===== src/rtl/hog_pkg.sv =====
// Shared constants and types for the HOG orientation-bin accumulator.
package hog_pkg;

   // Q4.16 tangents of 20, 40, 60 and 80 degrees
   localparam int unsigned T20 = 32'h0000_5D2D;
   localparam int unsigned T40 = 32'h0000_D6CF;
   localparam int unsigned T60 = 32'h0001_BB68;
   localparam int unsigned T80 = 32'h0005_ABD9;

   localparam int unsigned NBINS = 9;

   typedef logic [3:0] bin_idx_t;

endpackage


===== src/rtl/hog_bin_sel.sv =====
// Combinational mapper from a signed Q4.16 gradient ratio to one of nine
// unsigned orientation bins (0..180 degrees in 20-degree steps).
module hog_bin_sel
   import hog_pkg::*;
#(
   parameter int unsigned R_W = 20
) (
   input  logic [R_W-1:0] ratio,
   output bin_idx_t       bin
);

   localparam logic [R_W:0] TH20 = (R_W+1)'(T20);
   localparam logic [R_W:0] TH40 = (R_W+1)'(T40);
   localparam logic [R_W:0] TH60 = (R_W+1)'(T60);
   localparam logic [R_W:0] TH80 = (R_W+1)'(T80);

   logic           neg;
   logic [R_W:0]   abs_ratio;
   logic [2:0]     zone;

   // One extra bit keeps |most negative| representable so it lands in bin 4
   always_comb begin
      neg       = ratio[R_W-1];
      abs_ratio = neg ? ((R_W+1)'(0) - {ratio[R_W-1], ratio}) : {1'b0, ratio};
      zone      = 3'd0;
      if (abs_ratio >= TH80)      zone = 3'd4;
      else if (abs_ratio >= TH60) zone = 3'd3;
      else if (abs_ratio >= TH40) zone = 3'd2;
      else if (abs_ratio >= TH20) zone = 3'd1;
      bin = neg ? bin_idx_t'(4'd8 - {1'b0, zone}) : bin_idx_t'({1'b0, zone});
   end

endmodule


===== src/rtl/hog_bin_accum.sv =====
// Per-cell HOG histogram accumulator: two-stage pipeline (bin select, bin add)
// with a held output register. Define HOG_BIN_SAT_EN for saturating bin adds.
module hog_bin_accum
   import hog_pkg::*;
#(
   parameter int unsigned R_W      = 20,
   parameter int unsigned MAG_W    = 12,
   parameter int unsigned BIN_W    = 18,
   parameter int unsigned CELL_PIX = 64
) (
   input  logic                   clk,
   input  logic                   rst,
   input  logic                   in_valid,
   output logic                   in_ready,
   input  logic [R_W-1:0]         ratio,
   input  logic [MAG_W-1:0]       mag,
   output logic                   out_valid,
   input  logic                   out_ready,
   output logic [NBINS*BIN_W-1:0] hist
);

   localparam int unsigned CNT_W = (CELL_PIX > 1) ? $clog2(CELL_PIX) : 1;

   bin_idx_t         sel_bin;
   logic             accept;
   logic [CNT_W-1:0] pix_cnt;
   logic             cnt_last;
   logic             s1_valid;
   logic             s1_last;
   bin_idx_t         s1_bin;
   logic [MAG_W-1:0] s1_mag;
   logic [BIN_W-1:0] acc     [NBINS];
   logic [BIN_W-1:0] acc_upd [NBINS];

   function automatic logic [BIN_W-1:0] bin_add(input logic [BIN_W-1:0] a,
                                                input logic [MAG_W-1:0] m);
`ifdef HOG_BIN_SAT_EN
      logic [BIN_W:0] s;
      s = {1'b0, a} + (BIN_W+1)'(m);
      return s[BIN_W] ? '1 : s[BIN_W-1:0];
`else
      return a + BIN_W'(m);
`endif
   endfunction

   assign in_ready = !(out_valid && !out_ready);
   assign accept   = in_valid && in_ready;
   assign cnt_last = (pix_cnt == CNT_W'(CELL_PIX - 1));

   hog_bin_sel #(.R_W(R_W)) u_bin_sel (
      .ratio (ratio),
      .bin   (sel_bin)
   );

   // Stage-2 view of every bin with the current pixel folded in
   always_comb begin
      for (int unsigned k = 0; k < NBINS; k++) begin
         acc_upd[k] = acc[k];
         if (s1_bin == bin_idx_t'(k)) acc_upd[k] = bin_add(acc[k], s1_mag);
      end
   end

   always_ff @(posedge clk) begin
      if (rst) begin
         pix_cnt   <= '0;
         s1_valid  <= 1'b0;
         s1_last   <= 1'b0;
         s1_bin    <= '0;
         s1_mag    <= '0;
         out_valid <= 1'b0;
         hist      <= '0;
         for (int unsigned k = 0; k < NBINS; k++) acc[k] <= '0;
      end else begin
         s1_valid <= accept;
         if (accept) begin
            s1_bin  <= sel_bin;
            s1_mag  <= mag;
            s1_last <= cnt_last;
            pix_cnt <= cnt_last ? '0 : pix_cnt + CNT_W'(1);
         end
         // Last pixel of a cell: publish final sums and restart from zero
         if (s1_valid && s1_last) begin
            for (int unsigned k = 0; k < NBINS; k++) begin
               hist[k*BIN_W +: BIN_W] <= acc_upd[k];
               acc[k]                 <= '0;
            end
            out_valid <= 1'b1;
         end else begin
            if (s1_valid) begin
               for (int unsigned k = 0; k < NBINS; k++) acc[k] <= acc_upd[k];
            end
            if (out_valid && out_ready) out_valid <= 1'b0;
         end
      end
   end

endmodule


===== config.mk =====
export PLATFORM = sky130hd
export DESIGN_NAME = hog_bin_accum
export DESIGN_NICKNAME = d
export VERILOG_FILES = /design/src/rtl/hog_pkg.sv /design/src/rtl/hog_bin_sel.sv /design/src/rtl/hog_bin_accum.sv
export SDC_FILE = /design/constraint.sdc
export NUM_CORES = 1
export LEC_CHECK = 0
export BUFFER_PORTS_ARGS = -buffer_cell sky130_fd_sc_hd__buf_2
export CAP_MARGIN = 40
export CORE_AREA = 2 2 164 287
export DETAILED_ROUTE_END_ITERATION = 6
export DIE_AREA = 0 0 166 289
export HOLD_SLACK_MARGIN = 0.12
export PLACE_DENSITY = 0.73
export SLEW_MARGIN = 20
export SYNTH_ARGS = -nofsm -noshare
export SYNTH_HDL_FRONTEND = slang
export SYNTH_HIERARCHICAL = 1
export SYNTH_SLANG_ARGS = --single-unit

===== constraint.sdc =====
create_clock -name clk -period 4.2 [get_ports clk]
set_clock_uncertainty 0.2 [all_clocks]
set_input_delay 0.21 -clock clk [delete_from_list [all_inputs] [get_ports clk]]
set_output_delay 0.21 -clock clk [all_outputs]
set_load 0.01 [all_outputs]

Word-level counts from Yosys, hierarchy flattened
Memory sizes are Yosys's and may differ from the RTL's.
Index checks and enable logic that the tools add are counted.
{ "totals": {"input_bits": 36, "ram_bits": 162, "elab_cells": 104, "mem_count": 1, "reg_bits": 187} }
{ "op_classes": {"mux": 45, "n_addsub": 12, "bitwise": 18, "n_lt_le_gt_ge": 4, "n_reduce_logical": 8, "n_eq_ne": 9} }
{ "memory_table": {"columns": ["memory", "words", "width", "read_ports", "rd_clocked_by_memory_dff", "write_ports", "line_no", "rtl"], "rows": [
  ["acc", 9, 18, 9, 0, 9, "hog_bin_accum.sv:32", "logic [BIN_W-1:0] acc [NBINS];"]
]} }
{ "ops": {"columns": ["op", "n"], "rows": [
  ["$mux 18", 27],
  ["$add 18x12->18", 9],
  ["$ge 21x15->1 const B", 1],
  ["$ge 21x16->1 const B", 1],
  ["$ge 21x17->1 const B", 1],
  ["$ge 21x19->1 const B", 1],
  ["$mux 21", 1],
  ["$sub 1x20->21 const A", 1],
  ["$or 1x1->1", 18],
  ["$eq 4x3->1 const B", 4],
  ["$mux 1", 12],
  ["$mux 3", 3],
  ["$eq 4x2->1 const B", 2],
  ["$add 6x1->6 const B", 1],
  ["$eq 6x6->1 const B", 1],
  ["$mux 6", 1],
  ["$eq 4x1->1 const B", 1],
  ["$eq 4x4->1 const B", 1],
  ["$logic_and 1x1->1", 4],
  ["$logic_not 4->1", 1],
  ["$mux 4", 1],
  ["$sub 4x3->4 const A", 1],
  ["$logic_not 1->1", 2],
  ["$reduce_bool 2->1", 1]
]} }

Logic depth before layout (Yosys ltp)
Gate-level depths: netlist of run 1.
{ "depth": {"word_depth": 9, "ltp_mapped": 14} }

Modules after synthesis
Netlist of run 1, hierarchy kept.
{ "modules_own_cells": {"columns": ["mod", "n_inst", "area_per_inst_um2", "seq_area_each_um2", "cells_per_inst"], "rows": [
  ["hog_bin_accum", 1, 19112.1, 8608.3, 1974],
  ["hog_bin_sel", 1, 1194.9, 0.0, 172]
]} }

Worst setup path after synthesis of run 1
OpenSTA, ideal clock, no wires.
{ "synth_timing": {"kind": "input port to flip-flop", "startpoint": "input port ratio[0]", "endpoint": "register s1_bin[2]", "setup_ns": 0.070, "required_time_ns": 3.930, "slack_ns": 0.731, "stages": 14, "arrival_time_ns": 3.198, "cell_sequence": "inv_1 -> ha_1 -> or4b_4 -> or3_1 -> o41ai_2 -> xor2_1 -> o21ai_0 -> nand2b_1 -> a211o_1 -> ha_1 -> or2b_2 -> xnor2_1 -> nand2_1 -> a21oi_1"} }
{ "synth_between": {"elab_chain_len": 9, "elab_cells_between_ends": 12, "cone_classes": "add/sub (2); order compare (4); mux (6)"} }
{ "synth_lines": {"columns": ["item", "line_no", "rtl"], "rows": [
  ["from (decl)", "hog_bin_accum.sv:15", "input logic [R_W-1:0] ratio,"],
  ["$sub 1x20->21", "hog_bin_sel.sv:24", "abs_ratio = neg ? ((R_W+1)'(0) - {ratio[R_W-1], ratio}) : {1'b0, ratio};"],
  ["$mux 21 *", "hog_bin_sel.sv:24", null],
  ["$ge 21x15->1", "hog_bin_sel.sv:29", "else if (abs_ratio >= TH20) zone = 3'd1;"],
  ["$mux 1", "hog_bin_sel.sv:29", null],
  ["$mux 3", "hog_bin_sel.sv:28", "else if (abs_ratio >= TH40) zone = 3'd2;"],
  ["$mux 3", "hog_bin_sel.sv:27", "else if (abs_ratio >= TH60) zone = 3'd3;"],
  ["$mux 3 *", "hog_bin_sel.sv:26", "if (abs_ratio >= TH80) zone = 3'd4;"],
  ["$sub 4x3->4", "hog_bin_sel.sv:30", "bin = neg ? bin_idx_t'(4'd8 - {1'b0, zone}) : bin_idx_t'({1'b0, zone});"],
  ["$mux 4 *", "hog_bin_sel.sv:30", null],
  ["via sel_bin[2]", "hog_bin_accum.sv:24", "bin_idx_t sel_bin;"],
  ["to (signal assigned)", "hog_bin_accum.sv:76", "s1_bin <= sel_bin;"],
  ["to (decl)", "hog_bin_accum.sv:30", "bin_idx_t s1_bin;"]
]} }
The timed path passes the listed nets; every way through them passes the cells marked *.
A chain may end at the register's enable or synchronous reset.

Worst setup path after layout of run 1
Same ends and word-level chain as after synthesis.

==> out/qor.yml, run 1 <==
status: "finished, final reports clean"
start_kind: "input port"
synth_edf_count: 162
yosys.area_share.simple_pct: 16.92
use_met2_pct: 42.86
slew_violations: 0
fin_hold_ws_ns: 0.1615
num_vias: 17400
grt-busiest-layer: "met2"
fp.dieW_um: 166
grt_pass1_wl_mm: 90.77
htreeDepth: 2
synthCells: 2146
min_period_over_period_pct: 85.15
die-height_um: 289
antenna_found_initial: 0
syn_area_per_cell_sq_um: 9.463
fin_crit_ns: 3.576
switchingPower_mw: 2.199
synth-xor-area-share_pct: 5.736
reg2reg_from: "s1_mag[0]"
critPathLaunch: "ratio[0]"
ys_ff_latch: 349
holdPathStages: 3
seq_power_share_pct: 46.5
num_rows: 104
antenna_left: 0
numCtsBuffers: 34
r2r_end: "acc[0][16]"
setup_viol: 0
cts.repair.resized: 0
antenna_cells: 0
ff_latch_area_sq_um: 8610
synth_fp_nets: 2302
async_reset_ff_share_pct: 0
drt-pass1-iter-count: 7
synth_area_leaders: "edfxtp_1, dfxtp_1, nor2_1"
worst-setup-path-type: "in2reg"
reg2reg_depth: 8
fillers: 4138
use_met1_pct: 26.75
place.gp.congestion: 0.8911
slew_headroom_pct: 41.42
drt_iter0_markers: 1251
crit_fanout: 7
grt_max_degree: 96
ys_types: 92
critPathArrivalTime_ns: 3.83
grt_usage_pct: 23.31
hp-class: "in2reg"
cts_sinks: 349
synth_compound_area_share_pct: 20.26
final_nets: 2485
synth_top_family_by_area: "compound AO/OA/AOI/OAI gates"
pwr-share-comb_pct: 13.9
clock_path_buffers: 3
cp_data_required_time_ns: 4.46
wl_per_cell_um: 19.73
worst_slew_pin_slew_ns: 0.8565
muxShareOfSynthArea_pct: 3.598
syn_to_final_growth_pct: 15.29
finalWirelength_mm: 57.96
power.density_nw_per_um2: 348.8
start_util_pct: 44.46
drc: 0
yosys_warnings: 6
r2r_setup_slack_ns: 0.69
synth_ff_type: "dfxtp_1"
cts_tree: "yes"
use_met3_pct: 2.869
peakVddDrop_mv: 0.2300
leakage_nw: 9.244
rsz0062_at_grt: "false"
syn_area_sq_um: 20310
synthDominantCellAreaShare_pct: 23.96
cts-root-buf: "clkbuf_16"
synth_top_area_cell: "edfxtp_1"
multi_input_area_sq_um: 11080
cap_violations: 0
switching_share_pct: 26.92
crit_path_end_kind: "flip-flop"
clk_latency_ns: 0.54
io_pins: 200
cts.reportedPaths.clkPinSlew_ns: 0.06
core_sq_um: 45670
hold_viol: 0
grt-ovfl-total: 0
portBuffers: 199
die_area_sq_um: 47970
hpwl_mm: 41.06
synth-adder-area-share_pct: 7.726
setup-tns-final_ns: 0
p_int_mw: 5.968
synth_seq_area_share_pct: 42.39
grt_pass1_vias: 17000
crit_end: "s1_bin[2]"
power.share.clock_pct: 39.6
fmax_ghz: 0.2796
drive_above_1_share_pct: 14.82
via_per_inst: 5.924
how the worst min path moves through the flow:
stage / startpoint / to
2_1_floorplan: mag[0] / s1_mag[0]
3_3_place_gp: mag[8] / s1_mag[8]
3_5_place_dp: mag[7] / s1_mag[7]
4_1_cts: ratio[15] / s1_bin[3]
5_1_grt: ratio[15] / s1_bin[3]
6_report: in_valid / s1_valid
worst max-delay path, stage by stage:
cell	delay (ns)
buf_2	0.14
inv_1	0.09
ha_1	0.29
or4b_4	0.55
or3_1	0.37
o41ai_2	0.24
xor2_1	0.43
o21ai_0	0.21
nand2b_1	0.20
a211o_1	0.27
ha_1	0.20
or2b_2	0.29
xnor2_1	0.13
nand2_1	0.07
a21oi_1	0.14
cell type report:
cell class                      instances  area share [%]
Multi-Input combinational cell       1637           47.34
Sequential cell                       349           36.77
Timing Repair Buffer                  264           7.086
Clock buffer                           47           4.377
Tap cell                              583           3.116
Inverter                               43          0.6894
Clock inverter                         15          0.6146
synthesized netlist by cell type, types with 20 or more instances:
master and number:
xnor2_1 95, o21bai_1 22, edfxtp_1 162, nor3_1 41
xor2_1 38, nand2_1 103, a211oi_1 157, nor2_1 373
mux2i_1 73, a21oi_1 117, clkbuf_1 91, nand4_1 20
nand3_1 26, a21o_1 24, inv_1 43, o21ai_0 65
dfxtp_1 187, o21a_1 22, o31ai_1 28, ha_1 111
registers in the layout, summed over array words and instances (netlist names):
name,cells
hist,162
s1_valid,1
pix_cnt,6
s1_mag,12
out_valid,1
s1_last,1
acc,162
s1_bin,4
through the flow:
step | worst slack [ns] | instances | instance area [sq um] | total power, mW | util [%]
after floorplan | 0.7310 | 2146 | 20310 | 4.647 | -
after global placement | 0.1833 | 2844 | 21880 | 4.921 | 47.90
after detailed placement | 0.1200 | 2846 | 21930 | 4.967 | 48.02
after CTS | 0.6546 | 2936 | 23380 | 8.220 | 51.19
after global routing | 0.3992 | 2938 | 23410 | 8.463 | 51.26
final | 0.6236 | 2938 | 23410 | 8.167 | 51.26
per-layer routing:
metal | up-vias | wire (um)
li1 | 8366 | -
met1 | 8323 | 22830
met2 | 573 | 29340
met3 | 142 | 3063
met4 | 0 | 2724
met5 | - | 0
power by group through the flow:
stage	Combinational (mW)	Clock, mW	Sequential, mW
after CTS	1.12	3.30	3.79
after global routing	1.25	3.41	3.81
final	1.14	3.23	3.79
after floorplan	0.827	0	3.82
after global placement	1.06	0	3.86
after detailed placement	1.10	0	3.87
what timing repair did:
| item | CTS | global route |
|---|---|---|
| buffers inserted | 0 | 0 |
| hold endpoints to repair | 56 | 0 |
| hold buffers | 28 | 0 |
cells in the final DEF (no fill, tap or decap), drive strengths merged, types with 17 or more instances in the layout:
master       netlist  layout
xnor2             95      95
o31ai             28      28
o22ai             20      20
nor2             373     373
o21ai             66      66
xor2              38      38
nand4             20      20
nand2            103     103
a211oi           162     162
ha               111     111
buf               24     236
a21o              24      24
nand3             26      26
or2               17      17
nor3              41      41
a21oi            117     117
dfxtp            187     187
dlygate4sd3        0      28
o21a              22      22
inv               43      46
edfxtp           162     162
clkbuf            93      47
o21bai            22      22
and3              19      19
o311ai            18      18
or3               18      18
mux2i             73      73
kinds of logic (layout without fill, tap and decap cells):
family | after synthesis | count (layout)
and+or+nand+nor | 726 | 726
AOI/OAI and AO/OA | 585 | 585
DFF | 349 | 349
buffers and inverters | 160 | 369
xor gates and xnor gates | 133 | 133
adders and majority gates | 120 | 120
muxes | 73 | 73
(Power assumes the default switching activity.)
==> run 2: changes to the inputs <==
- CELL_PAD_IN_SITES_DETAIL_PLACEMENT: unset -> 1
- CELL_PAD_IN_SITES_GLOBAL_PLACEMENT: unset -> 1
- PLACE_DENSITY: 0.73 -> 0.88
==> run 2 against run 1 <==
Effect of this change:
- count of clock-buffer cells in the layout up 4
- global-route usage up 3.6 points
- non-clock buffer count up 3
- via count up 3.2%
==> out/qor.yml, run 2 (synthesis results as in run 1) <==
status: "finished, final reports clean"  # unchanged
via_per_inst: 6.106  # was 5.924
start_kind: "flip-flop"  # was input port
layout_common_cells: "nor2_1, buf_2, dfxtp_1, edfxtp_1, a211oi_1"  # unchanged
power.density_nw_per_um2: 353.3  # was 348.8 nW/um^2
io_pins: 200  # unchanged
clock_path_buffers: 3  # unchanged
start_util_pct: 44.46  # unchanged
critPathArrivalTime_ns: 3.81  # was 3.83 ns
max_stage_delay_ns: 0.57  # was 0.55 ns
fp.dieW_um: 166  # unchanged
switchingPower_mw: 2.293  # was 2.199 mW
met2_length_mm: 34.16  # was 29.34 mm
stdcell_count: 2942  # was 2,938
portBuffers: 199  # unchanged
fmax_ghz: 0.2686  # was 0.2796 GHz
power.share.clock_pct: 39.9  # was 39.6%
utilization_pct: 51.47  # was 51.26%
met3WireLength_mm: 3.455  # was 3.063 mm
fillers: 5226  # was 4,138
htreeDepth: 2  # unchanged
cap_violations: 0  # unchanged
worst_slew_pin_slew_ns: 0.9042  # was 0.8565 ns
fin_crit_ns: 3.723  # was 3.576 ns
peakVddDrop_mv: 0.3074  # was 0.2300 mV
cp_slowest_cell: "dfxtp_1"  # was or4b_4
grt_max_degree: 174  # was 96
crit_fanout: 10  # was 7
wirelength_met1_mm: 24.38  # was 22.83 mm
crit_path_end_kind: "flip-flop"  # unchanged
hpwl_mm: 46.10  # was 41.06 mm
final_common_cell: "nor2_1"  # unchanged
final_nets: 2489  # was 2,485
drc: 0  # unchanged
antenna_left: 0  # unchanged
worst-setup-path-type: "reg2reg"  # was in2reg
num_rows: 104  # unchanged
worstPathCellList: "ha_1 > fa_1 > a211oi_1 > o21ai_0 > a32o_1 > o31ai_1 > xor2_1 > nor2_1"  # was buf_2 > inv_1 > ha_1 > or4b_4 > or3_1 > o41ai_2 > xor2_1 > o21ai_0 > nand2b_1 > a211o_1 > ha_1 > or2b_2 > xnor2_1 > nand2_1 > a21oi_1
grt_pass1_wl_mm: 104.4  # was 90.77 mm
drive_above_1_share_pct: 14.84  # was 14.82%
slew_violations: 0  # unchanged
wl_per_cell_um: 22.35  # was 19.73 um
min_period_over_period_pct: 88.64  # was 85.15%
core_sq_um: 45670  # unchanged
rsz0062_at_grt: "false"  # unchanged
pwr-share-comb_pct: 14.4  # was 13.9%
reg.largest.list: "acc x162, hist x162, s1_mag x12"  # unchanged
cts.repair.resized: 0  # unchanged
setup_viol: 0  # unchanged
finalWirelength_mm: 65.74  # was 57.96 mm
grt-ovfl-total: 0  # unchanged
cts.reportedPaths.clkPinSlew_ns: 0.07  # was 0.06 ns
hold_viol: 0  # unchanged
leakage_nw: 9.272  # was 9.244 nW
place.gp.congestion: 0.8590  # was 0.8911
p_int_mw: 6.011  # was 5.968 mW
antenna_found_initial: 0  # unchanged
cts_sinks: 349  # unchanged
seq_power_share_pct: 45.7  # was 46.5%
cp_data_required_time_ns: 4.28  # was 4.46 ns
grt_usage_pct: 26.91  # was 23.31%
slew_headroom_pct: 39.64  # was 41.42%
antenna_cells: 0  # unchanged
drt_iter0_markers: 1049  # was 1,251
setup-tns-final_ns: 0  # unchanged
grt_pass1_vias: 19440  # was 17.00k
num_vias: 17960  # was 17.40k
numCtsBuffers: 35  # was 34
totalPowerFinal_mw: 8.304  # was 8.167 mW
switching_share_pct: 27.61  # was 26.92%
dp.cells: 2846  # unchanged
cts_tree: "yes"  # unchanged
drt-pass1-iter-count: 5  # was 7
top_layer_used: "met4"  # unchanged
cts-root-buf: "clkbuf_16"  # unchanged
die_area_sq_um: 47970  # unchanged
syn_to_final_growth_pct: 15.76  # was 15.29%
die-height_um: 289  # unchanged
hp-class: "in2reg"  # unchanged
clk_latency_ns: 0.54  # about the same
-- run 2: repair_timing --
action	in CTS	in global routing
endpoints found under the setup margin	0	0
endpoints found under the hold margin	34	0
hold buffers	29	0
setup buffers	0	0
-- run 2: per-layer routing --
metal | vias up | global-route usage, %
li1 | 8345 | -
met1 | 8891 | 29.07
met2 | 535 | 50.29
met3 | 193 | 4.085
met4 | 0 | 14.74
met5 | - | 0
-- run 2: critical path: cells and delay by family (launching register included) --
family | cells | cell delay, ns
xor+xnor | 1 | 0.24
compound gates | 4 | 1.56
fa+ha+maj | 2 | 0.82
simple gates | 1 | 0.07
flops | 1 | 0.57
-- run 2: final timing paths --
path	start	end	slack, ns	cells after the start
hold reg to reg	hist[56]	hist[56]	0.29	2
setup / recovery	s1_mag[0]	acc[0][14]	0.48	8
hold / removal	in_valid	s1_valid	0.22	3
setup reg to reg	s1_mag[0]	acc[0][14]	0.48	8
-- run 2: metrics by stage --
step / setup WS, ns / hold WS, ns / cell area (sq um)
after floorplan: 0.7310 / 0.1460 / 20310
after global placement: 0.2574 / 0.2517 / 21870
after detailed placement: 0.1777 / 0.2680 / 21940
after CTS: 0.5853 / 0.1672 / 23420
after global routing: 0.2760 / 0.2817 / 23510
final: 0.4773 / 0.2232 / 23510
-- run 2: power by group through the flow --
stage                     Sequential, mW  Clock, mW  Combinational, mW
after floorplan                     3.82          0              0.827
after global placement              3.85          0               1.08
after detailed placement            3.86          0               1.14
after CTS                           3.79       3.36               1.18
after global routing                3.81       3.47               1.31
final                               3.79       3.31               1.20
-- run 2: final cells by class --
type | instances | area, sq um | share of cell area, %
inverter | 43 | 161.4 | 0.6866
timing repair buffer | 267 | 1739 | 7.398
multi-input combinational | 1637 | 11080 | 47.13
tap | 583 | 729.5 | 3.103
clock inverter | 12 | 96.34 | 0.4098
clock buffer | 51 | 1094 | 4.652
sequential | 349 | 8610 | 36.62
==> run 3: changes to the inputs <==
- CELL_PAD_IN_SITES_DETAIL_PLACEMENT: 1 -> 0
- GPL_ROUTABILITY_DRIVEN: unset -> 0
==> run 3 against run 2 <==
Effect of this change:
- critical path depth is the same
- sequential power is essentially flat
- via count shrank 3.6%
- count of clock-buffer cells in the layout shrank 8
- wire length shrank 13%
- sequential share of layout area grew 0.078 points
- highest routed layer unchanged
- first-iteration DRC count grew 5.1%
- non-clock buffer count shrank 3
- core utilization shrank 0.11 points
- critical path type unchanged
- final area shrank 0.21%
- setup slack gained 0.12 ns
- die area is the same
==> out/qor.yml, run 3 (synthesis results as in run 1) <==
status: "finished, final reports clean"  # unchanged
final_area_sq_um: 23460  # was 23,510 sq um
fin_crit_ns: 3.603  # was 3.723 ns
power.density_nw_per_um2: 353.8  # was 353.3 nW/um^2
final_common_cell: "nor2_1"  # unchanged
numCtsBuffers: 35  # unchanged
hold_viol: 0  # unchanged
peakVddDrop_mv: 0.4074  # was 0.3074 mV
cts_hold_buf: 27  # was 29
fillers: 4201  # was 5,226
grt_max_degree: 149  # was 174
grt-ovfl-total: 0  # unchanged
fp.dieW_um: 166  # unchanged
antenna_found_initial: 1  # was 0
worstPathCellList: "ha_1 > fa_1 > a211oi_1 > o21ai_0 > a32o_1 > o311ai_0 > xor2_1 > nor2_1"  # was ha_1 > fa_1 > a211oi_1 > o21ai_0 > a32o_1 > o31ai_1 > xor2_1 > nor2_1
cp_data_required_time_ns: 4.26  # was 4.28 ns
worst-setup-path-type: "reg2reg"  # unchanged
worst_slew_pin_slew_ns: 0.9087  # was 0.9042 ns
syn_to_final_growth_pct: 15.51  # was 15.76%
die-height_um: 289  # unchanged
drc: 0  # unchanged
hpwl_mm: 39.98  # was 46.10 mm
cts_setup_buffers: 0  # unchanged
core_sq_um: 45670  # unchanged
via_per_inst: 5.895  # was 6.106
ff_latch_area_sq_um: 8610  # unchanged
crit_path_end_kind: "flip-flop"  # unchanged
critPathArrivalTime_ns: 3.67  # was 3.81 ns
cts.reportedPaths.clkPinSlew_ns: 0.06  # was 0.07 ns
antenna_cells: 0  # unchanged
multi_input_area_sq_um: 11080  # unchanged
reg2reg_depth: 8  # unchanged
die_area_sq_um: 47970  # unchanged
reg.largest.list: "acc x162, hist x162, s1_mag x12"  # unchanged
fin_hold_ws_ns: 0.1594  # was 0.2232 ns
crit_family: "compound AO/OA/AOI/OAI gates"  # unchanged
grt_usage_pct: 23.04  # was 26.91%
fmax_ghz: 0.2775  # was 0.2686 GHz
slew_violations: 0  # unchanged
crit_cells: 8  # unchanged
dpl_cell_area_sq_um: 21940  # about the same
htreeDepth: 2  # unchanged
r2r_end: "acc[0][12]"  # was acc[0][14]
r2r_setup_slack_ns: 0.60  # was 0.48 ns
leakage_nw: 9.258  # was 9.272 nW
max_stage_delay_ns: 0.58  # was 0.57 ns
setup-tns-final_ns: 0  # unchanged
io_pins: 200  # unchanged
finalWirelength_mm: 57.12  # was 65.74 mm
portBuffers: 199  # unchanged
cts.repair.resized: 0  # unchanged
num_rows: 104  # unchanged
drive_above_1_share_pct: 14.81  # was 14.84%
hp-class: "in2reg"  # unchanged
slew_headroom_pct: 39.34  # was 39.64%
antenna_left: 0  # unchanged
drt-pass1-iter-count: 7  # was 5
cp_slowest_cell: "dfxtp_1"  # unchanged
grt_pass1_vias: 17370  # was 19.44k
min_period_over_period_pct: 85.79  # was 88.64%
cts_tree: "yes"  # unchanged
crit_end: "acc[0][12]"  # was acc[0][14]
wl_per_cell_um: 19.44  # was 22.35 um
clock_path_buffers: 3  # unchanged
cts_sinks: 349  # unchanged
clk_latency_ns: 0.54  # about the same
cp.buffers_inverters: 0  # unchanged
grt_pass1_wl_mm: 90.05  # was 104.4 mm
cts-root-buf: "clkbuf_16"  # unchanged
reg2reg_from: "s1_mag[0]"  # unchanged
setup_viol: 0  # unchanged
cap_violations: 0  # unchanged
rsz0062_at_grt: "false"  # unchanged
drt_iter0_markers: 1103  # was 1,049
start_util_pct: 44.46  # unchanged
holdCritStartpoint: "in_valid"  # unchanged
critPathLaunch: "s1_mag[0]"  # unchanged
start_kind: "flip-flop"  # unchanged
num_vias: 17330  # was 17.96k
layout_common_cells: "nor2_1, buf_2, dfxtp_1, edfxtp_1, a211oi_1"  # unchanged
final_nets: 2486  # was 2,489
crit_fanout: 10  # unchanged
==> run 3: cell count changes in the layout (fill, tap and decap cells not counted), sizes merged <==
| cell | previous run | this run |
|---|---|---|
| dlygate4sd3 | 29 | 27 |
| dlymetal6s2s | 0 | 1 |
| inv | 43 | 46 |
| buf | 238 | 236 |
| bufinv | 1 | 5 |
| clkbuf | 51 | 43 |
| clkinvlp | 2 | 1 |
| clkinv | 9 | 11 |
==> run 3: worst min-delay path, cell delays in order <==
cell and delay (ns):
buf_2 0.10, nand2_1 0.35, nor2_1 0.19
==> run 3: how the worst min path moves through the flow <==
stage | to | slack [ns] | cells past startpoint
6_report | s1_valid | 0.16 | 3
5_1_grt | s1_bin[3] | 0.21 | 6
4_1_cts | s1_valid | 0.13 | 3
3_5_place_dp | s1_mag[2] | 0.26 | 3
3_3_place_gp | s1_mag[3] | 0.25 | 3
2_1_floorplan | s1_mag[0] | 0.15 | 2
==> run 3: routing by layer <==
| layer | vias to the layer above | routed length (um) | track usage (%) |
|---|---|---|---|
| li1 | 8353 | - | - |
| met1 | 8321 | 22760 | 26.52 |
| met2 | 518 | 29130 | 42.49 |
| met3 | 133 | 2938 | 3.306 |
| met4 | 0 | 2292 | 10.04 |
| met5 | - | 0 | 0 |
==> run 3: metrics by stage <==
stage,setup slack [ns],utilization (%),instances,power [mW]
final,0.5968,51.36,2939,8.300
after global routing,0.4523,51.36,2939,8.601
after CTS,0.6293,51.27,2937,8.349
after detailed placement,0.1861,48.03,2847,4.966
after global placement,0.2989,47.97,2845,4.926
after floorplan,0.7310,-,2146,4.647
==> run 3: power breakdown <==
group / switching, mW / internal, mW
clock network: 1.41 / 1.97
logic: 0.693 / 0.443
registers: 0.118 / 3.67
total: 2.22 / 6.08
==> run 3: final cells by class <==
cell class	count	area share, %
sequential	349	36.70
tap	583	3.110
clock inverter	20	1.019
timing repair buffer	264	7.121
multi-input combinational	1637	47.23
clock buffer	43	4.134
inverter	43	0.6881
